**src/rtl/nubus_mem_pkg.sv**
```systemverilog
// Shared types and helpers for the card-local memory initiator:
// access sizes, FSM states, lane strobes and alignment checks.
package nubus_mem_pkg;

    typedef enum logic [1:0] {
        BYTE = 2'd0,
        HALF = 2'd1,
        WORD = 2'd2,
        ILL  = 2'd3
    } size_e;

    typedef enum logic [1:0] {
        IDLE   = 2'd0,
        ACCESS = 2'd1,
        RESP   = 2'd2
    } state_e;

    // Byte-lane mask touched by an access of the given size at addr[1:0].
    function automatic logic [3:0] lane_strobe(input size_e size, input logic [1:0] lo);
        case (size)
            BYTE:    lane_strobe = 4'b0001 << lo;
            HALF:    lane_strobe = 4'b0011 << {lo[1], 1'b0};
            WORD:    lane_strobe = 4'hF;
            default: lane_strobe = 4'h0;
        endcase
    endfunction

    // Half must be 2-byte aligned, word must be 4-byte aligned.
    function automatic logic misaligned(input size_e size, input logic [1:0] lo);
        case (size)
            HALF:    misaligned = lo[0];
            WORD:    misaligned = (lo != 2'b00);
            default: misaligned = 1'b0;
        endcase
    endfunction

endpackage

```
**src/rtl/nubus_mem_lanes.sv**
```systemverilog
// Combinational lane steering: write strobes and lane-aligned write data
// for the incoming command, and right-aligned extraction of read data for
// the access in flight.
module nubus_mem_lanes
    import nubus_mem_pkg::*;
(
    input  logic [1:0]  wr_size,
    input  logic [1:0]  wr_lane,
    input  logic [31:0] wr_data,
    input  logic [1:0]  rd_size,
    input  logic [1:0]  rd_lane,
    input  logic [31:0] rd_raw,
    output logic [3:0]  strb,
    output logic [31:0] wr_lanes,
    output logic [31:0] rd_data
);

    logic [31:0] wr_rep;
    logic [31:0] rd_shift;

    // Replicate the right-aligned data into every candidate lane, then keep
    // only the strobed lanes so unselected lanes are driven 0.
    always_comb begin
        strb = lane_strobe(size_e'(wr_size), wr_lane);
        case (size_e'(wr_size))
            BYTE:    wr_rep = {4{wr_data[7:0]}};
            HALF:    wr_rep = {2{wr_data[15:0]}};
            default: wr_rep = wr_data;
        endcase
        for (int i = 0; i < 4; i++) begin
            wr_lanes[8*i +: 8] = strb[i] ? wr_rep[8*i +: 8] : 8'h00;
        end
    end

    // Shift the selected lanes down to bit 0 and zero-fill the rest; a legal
    // half has rd_lane[0]=0, so the byte shift also covers the half case.
    always_comb begin
        rd_shift = rd_raw >> {rd_lane, 3'b000};
        case (size_e'(rd_size))
            BYTE:    rd_data = {24'h0, rd_shift[7:0]};
            HALF:    rd_data = {16'h0, rd_shift[15:0]};
            WORD:    rd_data = rd_raw;
            default: rd_data = 32'h0;
        endcase
    end

endmodule

```
**src/rtl/nubus_mem_master.sv**
```systemverilog
// Single-outstanding initiator for the card-local memory port. Accepts one
// sized command, runs one memory access under a timeout, returns a single
// response. Every output is a register.
module nubus_mem_master
    import nubus_mem_pkg::*;
#(
    parameter int TIMEOUT   = 255,
    parameter int TIMEOUT_W = 8
) (
    input  logic        mem_clk,
    input  logic        mem_resetn,
    input  logic        cmd_valid,
    output logic        cmd_ready,
    input  logic        cmd_write,
    input  logic [1:0]  cmd_size,
    input  logic [31:0] cmd_addr,
    input  logic [31:0] cmd_wdata,
    output logic        rsp_valid,
    input  logic        rsp_ready,
    output logic [31:0] rsp_rdata,
    output logic        rsp_err,
    output logic        mem_valid,
    output logic [3:0]  mem_write,
    output logic [31:0] mem_addr,
    output logic [31:0] mem_wdata,
    input  logic [31:0] mem_rdata,
    input  logic        mem_ready
);

    state_e               state, state_n;
    logic [TIMEOUT_W-1:0] tmo_cnt;
    logic [1:0]           size_q;
    logic [1:0]           lane_q;
    logic                 accept;
    logic                 cmd_bad;
    logic                 tmo_hit;
    logic [3:0]           strb;
    logic [31:0]          wr_lanes;
    logic [31:0]          rd_data;

    assign accept  = cmd_valid && cmd_ready;
    assign cmd_bad = (size_e'(cmd_size) == ILL) || misaligned(size_e'(cmd_size), cmd_addr[1:0]);
    // This ACCESS cycle is the TIMEOUT-th without an acknowledge.
    assign tmo_hit = !mem_ready && (tmo_cnt == TIMEOUT_W'(TIMEOUT - 1));

    nubus_mem_lanes u_lanes (
        .wr_size  (cmd_size),
        .wr_lane  (cmd_addr[1:0]),
        .wr_data  (cmd_wdata),
        .rd_size  (size_q),
        .rd_lane  (lane_q),
        .rd_raw   (mem_rdata),
        .strb     (strb),
        .wr_lanes (wr_lanes),
        .rd_data  (rd_data)
    );

    // State register; reset abandons any access without a response.
    always_ff @(posedge mem_clk or negedge mem_resetn) begin
        if (!mem_resetn) state <= IDLE;
        else             state <= state_n;
    end

    // Next-state: illegal commands bypass memory and go straight to RESP.
    always_comb begin
        state_n = state;
        case (state)
            IDLE:    if (accept) state_n = cmd_bad ? RESP : ACCESS;
            ACCESS:  if (mem_ready || tmo_hit) state_n = RESP;
            RESP:    if (rsp_ready) state_n = IDLE;
            default: state_n = IDLE;
        endcase
    end

    // Registered outputs, request capture, response capture and timeout count.
    always_ff @(posedge mem_clk or negedge mem_resetn) begin
        if (!mem_resetn) begin
            cmd_ready <= 1'b0;
            mem_valid <= 1'b0;
            rsp_valid <= 1'b0;
            mem_write <= 4'h0;
            mem_addr  <= 32'h0;
            mem_wdata <= 32'h0;
            rsp_rdata <= 32'h0;
            rsp_err   <= 1'b0;
            size_q    <= 2'd0;
            lane_q    <= 2'd0;
            tmo_cnt   <= '0;
        end else begin
            // Flags follow the next state so they line up with it exactly;
            // ACCESS is always followed by RESP, so mem_valid always gets a
            // low gap before the next access.
            cmd_ready <= (state_n == IDLE);
            mem_valid <= (state_n == ACCESS);
            rsp_valid <= (state_n == RESP);

            if (state == IDLE && accept) begin
                mem_addr  <= {cmd_addr[31:2], 2'b00};
                mem_write <= cmd_write ? strb : 4'h0;
                mem_wdata <= cmd_write ? wr_lanes : 32'h0;
                size_q    <= cmd_size;
                lane_q    <= cmd_addr[1:0];
                tmo_cnt   <= '0;
                if (cmd_bad) begin
                    rsp_err   <= 1'b1;
                    rsp_rdata <= 32'h0;
                end
            end

            if (state == ACCESS) begin
                if (mem_ready) begin
                    rsp_rdata <= (mem_write != 4'h0) ? 32'h0 : rd_data;
                    rsp_err   <= 1'b0;
                end else if (tmo_hit) begin
                    rsp_rdata <= 32'h0;
                    rsp_err   <= 1'b1;
                end else if (tmo_cnt != {TIMEOUT_W{1'b1}}) begin
                    tmo_cnt <= tmo_cnt + 1'b1;
                end
            end
        end
    end

endmodule
```
**config.mk**
```make
export PLATFORM = sky130hd
export DESIGN_NAME = nubus_mem_master
export DESIGN_NICKNAME = d
export VERILOG_FILES = /design/src/rtl/nubus_mem_pkg.sv /design/src/rtl/nubus_mem_lanes.sv /design/src/rtl/nubus_mem_master.sv
export SDC_FILE = /design/constraint.sdc
export NUM_CORES = 1
export LEC_CHECK = 0
export ABC_AREA = 0
export BUFFER_PORTS_ARGS = -buffer_cell sky130_fd_sc_hd__clkbuf_2
export CORE_AREA = 2 2 117 119
export DETAILED_ROUTE_END_ITERATION = 10
export DIE_AREA = 0 0 119 121
export GPL_TIMING_DRIVEN = 0
export PLACE_DENSITY = 0.76
export SETUP_SLACK_MARGIN = 0.15
export SLEW_MARGIN = 15
export SYNTH_ARGS = -nofsm -noshare
export SYNTH_HDL_FRONTEND = slang
export SYNTH_SLANG_ARGS = --single-unit
```
**constraint.sdc**
```tcl
create_clock -name mem_clk -period 2.45 [get_ports mem_clk]
set_clock_uncertainty 0.2 [all_clocks]
set_input_delay 0.245 -clock mem_clk [delete_from_list [all_inputs] [get_ports mem_clk]]
set_output_delay 0.245 -clock mem_clk [all_outputs]
set_load 0.03 [all_outputs]
```
# Word level (Yosys, flattened, before mapping)
# Cells that the tools add are included.
# op_classes
mux	31
shifts	3
n_eq_ne	11
n_reduce_logical	12
add_sub_neg	1
# op_table
op	count
2-to-1 mux 32 bit	7
one-hot mux 32 bit (3 select lines)	1
2-to-1 mux 8 bit	9
one-hot mux 32 bit (2 select lines)	1
right shift 32 x 5 -> 16 bit	1
one-hot mux 4 bit (3 select lines)	1
== test 2 bit (second input constant)	5
adder 8 x 1 -> 8 bit (second input constant)	1
== test 2 x 1 -> 1 bit (second input constant)	4
== test 8 bit (second input constant)	1
zero test 2 bit	4
2-to-1 mux 2 bit	4
inequality test 8 bit (second input constant)	1
one-hot mux 2 bit (3 select lines)	1
2-to-1 mux 1 bit	5
2-to-1 mux 4 bit	1
nonzero test 4 bit	1
left shift 1 x 2 -> 4 bit (first input constant)	1
left shift 2 x 2 -> 4 bit (first input constant)	1
logical AND 1 bit	3
logical OR 1 bit	2
one-hot mux 1 bit (2 select lines)	1
nonzero test 2 bit	1
zero test 1 bit	1
# totals
input_bits	104
ff_bits	116
elab_cells	70
output_inout_bits	104

# Longest topological paths before layout
# Gate-level depths: netlist of run 1.
# depth
ltp_word	8
depth_mapped	8
mapped_depth_nobuf	6

# By module
# A second synthesis of run 1 with hierarchy kept.
# hier_totals
cells_unflattened	644
hier_area_um2	5923.2
# by_module_without_submodules
module	seq_area_each_um2	cells_each	area_each_um2	n_inst
nubus_mem_master	2902.8	459	4689.5	1
nubus_mem_lanes	0.0	185	1233.7	1

# Worst setup path after synthesis of run 1
# Ideal clock, no wire load.
# synth_timing
path_kind	register to register
startpoint	reg mem_write[1]
endpoint	reg rsp_rdata[4]
t_required_ps	2184
slack_ps	544
setup_time_ps	66
t_arrival_ps	1640
n_path_buf	1
stages_incl_launch_ff	6
period_less_slack_ps	1906
cell_sequence	dfrtp_1 nor4_2 nand3_4 nor3b_4 buf_6 a221o_1
# synth_via
elab_chain_len	4
# synth_rtl
item	line	text
start: declaration	nubus_mem_master.sv:23	output logic [3:0] mem_write,
start signal: assignment	nubus_mem_master.sv:99	mem_write <= cmd_write ? strb : 4'h0;
nonzero test 4 bit	nubus_mem_master.sv:112	rsp_rdata <= (mem_write != 4'h0) ? 32'h0 : rd_data;
2-to-1 mux 32 bit	nubus_mem_master.sv:112	
2-to-1 mux 32 bit	nubus_mem_master.sv:111	if (mem_ready) begin
2-to-1 mux 32 bit	nubus_mem_master.sv:110	if (state == ACCESS) begin
end signal: assignment	nubus_mem_master.sv:112	
end: declaration	nubus_mem_master.sv:20	output logic [31:0] rsp_rdata,
# Every way passes these cells.
# A chain may end at the register's enable or synchronous reset.

# Worst setup path after layout of run 1
# layout_timing
startpoint	reg state[1]
endpoint	reg mem_wdata[22]
# layout_via
elab_chain_len	2
# layout_rtl
item	line	text
start: declaration	nubus_mem_master.sv:30	state_e state, state_n;
start signal: assignment	nubus_mem_master.sv:61	else state <= state_n;
zero test 2 bit	nubus_mem_master.sv:97	if (state == IDLE && accept) begin
logical AND 1 bit	nubus_mem_master.sv:97	
end signal: assignment	nubus_mem_master.sv:100	mem_wdata <= cmd_write ? wr_lanes : 32'h0;
end: declaration	nubus_mem_master.sv:25	output logic [31:0] mem_wdata,
# Every way passes these cells.

==> results.yml, run 1 <==
floorplan:
  initial_utilization_pct: 41.2
  design.die.area_mm2: 0.0144
  core_region_area_mm2: 0.0131
  io_pins: 208
  num_rows: 42
  fp.dieW_um: 119
  die-height_um: 121
timing:
  finalSetupViolCount: 0
  layout_min_cycle_time_ns: 2.21
  timing.final.hold_violations: 0
  tightest_slew_ns: 0.645
  drv_slew: 0
  worst_slew_margin_relative_to_its_limit_pct: 56.7
  fmax_mhz: 453
  unrepaired_setup_endpoints_after_global_routing: "no"
  post-route-period-util_pct: 90.0
  post-route-worst-setup-slack_ns: 0.244
  finalSetupTns_ns: 0
pwr:
  p_seq_share_pct: 31.6
  internal_power_mw: 5.50
  cellLeakagePower_nw: 4.17
  power_switching_mw: 4.06
  netSwitchingFraction_pct: 42.4
  cell_pwr_density_mw_per_mm2: 1160
  power_frac_clock_pct: 25.8
  combinationalPowerShare_pct: 42.6
  worst_case_vdd_ir_drop_uv: 562
worst_hold_path:
  hold_path_end: "size_q[0]"
  hp-class: "in -> reg"
  start_point_of_the_worst_min_delay_path: "cmd_size[0]"
  worstHoldPathCells: 3
clock_network:
  numClockSinks: 116
  cts.clk_slew.worst_paths_ns: 0.06
  worstSkewPairLatency_ns: 0.42
  cts_tree: "built"
  cts.repair_timing.setup_buffer_count: 0
  cts.path.max_buffers: 2
  cts-root-buf: "sky130_fd_sc_hd__clkbuf_16"
  cts.htree.levels: 4
  cts-buffers-inserted: 17
worst_setup_path:
  path_class: "reg -> reg"
  timing.critical_path.required_ns: 2.54
  worst-r2r-cell-count: 4
  cp.arrival_ns: 2.30
  worstReg2RegStart: "state[1]"
  startpoint_type: "register"
  rr_endpoint: "mem_wdata[22]"
  r2r_slack_ns: 0.24
  critical_path_peak_fanout: 9
  critical_path.endpoint_type: "register"
synthesis:
  synth_cell_type_count: 51
  async_reset_ff_share_pct: 100
  post_synth_instance_area_mm2: 0.00539
  ys.flop_type: "sky130_fd_sc_hd__dfrtp_1"
  synth.yosys.warnings: 0
  synth-edff-count: 0
  post_syn_area_per_cell_um2: 10.1
  ys_ff_latch: 116
  post_synth_inst_count: 531
  synth-seq-area-share_pct: 53.9
placed_design:
  portBuffers: 205
  dp_hpwl_mm: 11.7
  dp.cells: 914
  pre_cts_ws_ns: -0.124
  dpl_cell_area_mm2: 0.00668
  globalplace.congestion: 0.839
cells_and_area:
  non_filler_instances: 1046
  nFillCells: 993
  flow.area_growth_from_synthesis_pct: 53.2
  drive_gt1_share_pct: 30.9
  mostFrequentLayoutCell: "sky130_fd_sc_hd__clkbuf_2"
  top_library_cells_by_usage_in_the_layout_fill_and_taps_aside: "sky130_fd_sc_hd__clkbuf_2, sky130_fd_sc_hd__nand2_1, sky130_fd_sc_hd__dfrtp_1, sky130_fd_sc_hd__dlygate4sd3_1, sky130_fd_sc_hd__o21ai_0"
  final_cell_area_mm2: 0.00826
  fin_nets: 966
route:
  routed_via_density: 5.35
  routed_wl_mm: 18.2
  num_vias: 5596
  antenna_violating_nets_post_route: 0
  drtIter0Drc: 571
  wire_per_inst_um: 17.4
  first_pass_drt_iterations: 5
  drc: 0
global_route:
  grt_start_max_net_pins: 67
  antenna_violations_before_repair: 0
  overflow: 0
  grt_pass1_wl_mm: 28.5
  grt_pass1_vias: 5517
  overall_routing_resource_usage_pct: 25.5
run:
  max_cap_violation_count: 0
status:
  run_status: "completed"
## logic make-up (layout without fill, tap and decap cells)
group / Yosys count / after routing / synth area share, %
buffers and inverters: 41 / 376 / 3.90
AO/OA/AOI/OAI: 163 / 163 / 21.6
multiplexers: 11 / 11 / 2.09
adder cells (fa/ha/maj): 7 / 7 / 1.63
flip-flops: 116 / 116 / 53.9
other: 1 / 5 / 0.0696
AND/OR/NAND/NOR: 192 / 192 / 16.8
## layer usage
metal  vias up  wire length, um  global-route usage, %
met5         -                0                      0
met4         0              825                   13.7
met3        75             1260                   6.30
met2       311             8830                   42.0
met1      2656             7320                   30.7
li1       2554                -                      -
## critical path: stages (launching register included)
cell and delay (ns):
sky130_fd_sc_hd__dfrtp_1 0.49, sky130_fd_sc_hd__nand4bb_1 0.31, sky130_fd_sc_hd__nor3b_2 0.36, sky130_fd_sc_hd__o21ai_1 0.32, sky130_fd_sc_hd__o21ai_0 0.40
## layout make-up
| cell class | count | area, um2 | share of cell area (%) |
|---|---|---|---|
| Tap cell | 176 | 220 | 2.67 |
| Clock buffer | 21 | 450 | 5.46 |
| Timing Repair Buffer | 304 | 2040 | 24.7 |
| Clock inverter | 10 | 133 | 1.61 |
| Multi-Input combinational cell | 375 | 2290 | 27.7 |
| Antenna cell | 3 | 7.51 | 0.0909 |
| Inverter | 5 | 18.8 | 0.227 |
| Sequential cell | 116 | 2900 | 35.2 |
| Buffer | 36 | 193 | 2.33 |
## cell usage after synthesis, types with 10 or more instances
| cell | number | area (um2) |
|---|---|---|
| sky130_fd_sc_hd__a21oi_1 | 13 | 65.1 |
| sky130_fd_sc_hd__a22o_1 | 24 | 210 |
| sky130_fd_sc_hd__a22oi_1 | 17 | 128 |
| sky130_fd_sc_hd__and3_1 | 10 | 62.6 |
| sky130_fd_sc_hd__buf_2 | 11 | 55.1 |
| sky130_fd_sc_hd__clkbuf_1 | 16 | 60.1 |
| sky130_fd_sc_hd__dfrtp_1 | 116 | 2900 |
| sky130_fd_sc_hd__nand2_1 | 142 | 533 |
| sky130_fd_sc_hd__nor2b_1 | 13 | 81.3 |
| sky130_fd_sc_hd__o21ai_0 | 46 | 230 |
| sky130_fd_sc_hd__o2bb2ai_1 | 16 | 140 |
## power groups by stage
stage	Clock (mW)	Sequential (mW)	Combinational, mW
3_3_place_gp	0	3.01	3.85
4_1_cts	2.49	3.00	4.03
2_1_floorplan	0	4.17	1.49
5_1_grt	2.59	3.09	4.37
6_report	2.47	3.02	4.08
3_5_place_dp	0	3.02	3.90
## repair_timing
| action | 4_1_cts | 5_1_grt |
|---|---|---|
| hold endpoints to repair | 147 | 0 |
| setup endpoints to repair | 0 | 15 |
| hold buffers | 98 | 0 |
| gates resized for setup | 0 | 4 |
## flip-flops by register name, summed over array words and instances (netlist names)
| name | cells |
|---|---|
| mem_write | 4 |
| mem_wdata | 32 |
| rsp_err | 1 |
| size_q | 2 |
| cmd_ready | 1 |
| rsp_valid | 1 |
| mem_addr | 30 |
| lane_q | 2 |
| tmo_cnt | 8 |
| rsp_rdata | 32 |
| mem_valid | 1 |
| state | 2 |
## worst max path at each step
stage / cells after the start / end / start / slack [ns]
finish: 4 / mem_wdata[22] / state[1] / 0.24
global route: 8 / mem_wdata[22] / cmd_size[1] / 0.19
CTS: 7 / rsp_rdata[25] / cmd_addr[0] / 0.21
detailed placement: 8 / rsp_rdata[24] / cmd_size[1] / -0.12
global placement: 1 / rsp_err / mem_resetn / -0.83
floorplan: 5 / rsp_rdata[4] / mem_write[1] / 0.54
## metrics by stage
stage	hold WS, ns	utilization (%)	total power, mW
floorplan	-0.251	-	5.65
global placement	0.236	50.7	6.85
detailed placement	0.0248	51.0	6.91
CTS	0.000563	63.0	9.52
global route	0.0498	63.0	10.1
finish	0.00637	63.1	9.56
No activity file was read; power rests on OpenSTA's default activity.
==> inputs of run 2 (changes only) <==
- CORE_AREA: 2 2 117 119 -> 2 2 122 124
- DIE_AREA: 0 0 119 121 -> 0 0 124 126
- PLACE_DENSITY: 0.76 -> 0.75
- SYNTH_HIERARCHICAL: unset -> 1
==> run 2 against run 1 <==
Synthesized cell count grew 21%. Sequential cell count is the same. Routed wire length grew 2.9%. Worst setup slack gained 0.050 ns. Power grew 8.7%. Non-clock buffer count shrank 45. Sequential power grew 4%. Final cell count grew 5.8%. Sequential share of layout area is essentially flat. Count of clock-buffer cells in the layout shrank 2. Critical endpoint is now rsp_rdata[30]. Highest routed layer unchanged.
==> results.yml, run 2 <==
synthesis:
  async_reset_ff_share_pct: 100
  ys.flop_type: "sky130_fd_sc_hd__dfrtp_1"
  synth.top_cells.by_count: "sky130_fd_sc_hd__nand2_1, sky130_fd_sc_hd__dfrtp_1, sky130_fd_sc_hd__nand3_1"
  synth.largest_area_cell: "sky130_fd_sc_hd__dfrtp_1"
  count_leader_synth: "sky130_fd_sc_hd__nand2_1"
  post_synth_inst_count: 644
  top_cell_type_s_share_of_synthesized_area_pct: 49.0
  yosys-top-cells-area: "sky130_fd_sc_hd__dfrtp_1, sky130_fd_sc_hd__nand2_1, sky130_fd_sc_hd__a22o_1, sky130_fd_sc_hd__mux2i_1, sky130_fd_sc_hd__nand3_1"
  post_synth_instance_area_mm2: 0.00592
  ys_ff_latch: 116
  synth-edff-count: 0
  synth-seq-area-share_pct: 49.0
  post_syn_area_per_cell_um2: 9.20
  synth.yosys.warnings: 6
  synth_cell_type_count: 57
placed_design:
  dp.cells: 1034
  portBuffers: 204
  globalplace.congestion: 0.920
  dp_hpwl_mm: 13.6
worst_setup_path:
  critical_path_peak_fanout: 10
  cp.arrival_ns: 2.24
  rr_endpoint: "rsp_rdata[30]"
  r2r_slack_ns: 0.33
  startpoint_type: "primary input"
  worstSetupEndpoint: "rsp_rdata[30]"
  timing.critical_path.required_ns: 2.54
  worstReg2RegStart: "tmo_cnt[0]"
  critical_path.endpoint_type: "register"
  worst-r2r-cell-count: 7
  critical_path.startpoint: "cmd_size[1]"
  path_class: "in -> reg"
timing:
  unrepaired_setup_endpoints_after_global_routing: "no"
  post-route-period-util_pct: 88.0
  timing.final.hold_violations: 0
  tightest_slew_ns: 0.765
  fmax_mhz: 464
  layout_min_cycle_time_ns: 2.16
  drv_slew: 0
  worst_slew_margin_relative_to_its_limit_pct: 49.0
  finalSetupViolCount: 0
clock_network:
  cts.path.max_buffers: 2
  numClockSinks: 116
  cts.clk_slew.worst_paths_ns: 0.05
  cts.repair_timing.setup_buffer_count: 0
  cts-buffers-inserted: 17
  cts-root-buf: "sky130_fd_sc_hd__clkbuf_16"
  cts_tree: "built"
  worstSkewPairLatency_ns: 0.41
  cts.htree.levels: 4
floorplan:
  io_pins: 208
  die-height_um: 126
  initial_utilization_pct: 41.4
  core_region_area_mm2: 0.0143
  fp.dieW_um: 124
  design.die.area_mm2: 0.0156
  num_rows: 44
route:
  drc: 0
  first_pass_drt_iterations: 5
  num_vias: 5772
  antenna_violating_nets_post_route: 0
  routed_via_density: 5.21
  wire_per_inst_um: 16.9
  drtIter0Drc: 491
  routed_wl_mm: 18.8
cells_and_area:
  fin_nets: 1022
  flow.area_growth_from_synthesis_pct: 39.4
  nFillCells: 1321
  drive_gt1_share_pct: 30.1
  utilization_pct: 57.7
  non_filler_instances: 1107
  top_library_cells_by_usage_in_the_layout_fill_and_taps_aside: "sky130_fd_sc_hd__clkbuf_2, sky130_fd_sc_hd__nand2_1, sky130_fd_sc_hd__dfrtp_1, sky130_fd_sc_hd__dlygate4sd3_1, sky130_fd_sc_hd__nand3_1"
  num_antenna_cells: 0
  layout_top_registers: "mem_wdata x32, rsp_rdata x32, mem_addr x30"
  mostFrequentLayoutCell: "sky130_fd_sc_hd__clkbuf_2"
pwr:
  cellLeakagePower_nw: 4.40
  worst_case_vdd_ir_drop_uv: 816
  cell_pwr_density_mw_per_mm2: 1260
  fin_total_pwr_mw: 10.4
worst_hold_path:
  hp-class: "in -> reg"
run:
  max_cap_violation_count: 0
global_route:
  overflow: 0
  grt_pass1_wl_mm: 30.1
  grt_start_max_net_pins: 71
  antenna_violations_before_repair: 0
  grt_pass1_vias: 5834
  overall_routing_resource_usage_pct: 25.0
status:
  run_status: "completed"
==> run 2: cell count changes after synthesis, sizes merged, moves of 15 or more <==
cell / delta
and2: +15
nand2: +49
a21oi: +16
nor2: +15
o21ai: -39
nand3: +38
==> run 2: worst min path at each step <==
stage                              from            end  cells after the start  slack, ns
after floorplan              mem_resetn      cmd_ready                      0      -0.25
after detailed placement     mem_resetn  rsp_rdata[29]                      1      0.009
after CTS                 mem_rdata[20]  rsp_rdata[20]                      3      0.001
final                     mem_rdata[20]  rsp_rdata[20]                      3       0.02
after global routing      mem_rdata[24]  rsp_rdata[24]                      3       0.01
after global placement      cmd_addr[7]    mem_addr[7]                      3       0.23
==> run 2: cell type report <==
class | count | area (um2) | area share [%]
Clock inverter | 10 | 159 | 1.92
Buffer | 46 | 236 | 2.86
Timing Repair Buffer | 249 | 1500 | 18.1
Multi-Input combinational cell | 474 | 2750 | 33.4
Sequential cell | 116 | 2900 | 35.2
Tap cell | 184 | 230 | 2.79
Clock buffer | 19 | 443 | 5.36
Inverter | 9 | 33.8 | 0.409
==> run 2: metal layers <==
metal	track usage, %	vias to the layer above	part of all wire [%]
met5	0	-	0
met2	40.0	292	48
met1	31.7	2701	41
met4	10.2	0	2.6
li1	-	2744	-
met3	7.02	35	9.1
==> run 2: timing repair <==
item	in CTS	in global routing
hold endpoints to repair	154	0
hold buffers	44	0
gates resized for setup	0	0
==> run 2: report_power, final <==
group          internal, mW  leakage, nW  switching [mW]
logic                  1.49         2.57            3.21
registers              2.65         1.53           0.484
clock network          1.70        0.291           0.850
==> run 2: critical path, cell delays in order <==
cell and delay (ns):
sky130_fd_sc_hd__dlygate4sd3_1 0.54, sky130_fd_sc_hd__clkbuf_2 0.16, sky130_fd_sc_hd__ha_1 0.32, sky130_fd_sc_hd__o31ai_2 0.38, sky130_fd_sc_hd__a22oi_4 0.17, sky130_fd_sc_hd__buf_6 0.18, sky130_fd_sc_hd__a22o_1 0.24
==> run 2: cells by family after synthesis <==
| group | count (synthesis) | share of synthesized area [%] |
|---|---|---|
| buf+inv | 55 | 4.56 |
| compound gates | 108 | 14.0 |
| mux | 34 | 6.19 |
| simple gates | 325 | 25.1 |
| flops | 116 | 49.0 |
| fa+ha+maj | 5 | 1.06 |
| other cells | 1 | 0.0633 |
==> run 2: metrics by stage <==
stage | instance area, um2 | TNS [ns] | hold WS (ns) | worst slack (ns)
after floorplan | 5930 | 0 | -0.251 | 0.588
after global placement | 7180 | -94.45 | 0.235 | -0.822
after detailed placement | 7210 | 0 | 0.00930 | 0.320
after CTS | 8260 | 0 | 0.00119 | 0.316
after global routing | 8260 | 0 | 0.0122 | 0.231
final | 8260 | 0 | 0.0181 | 0.294
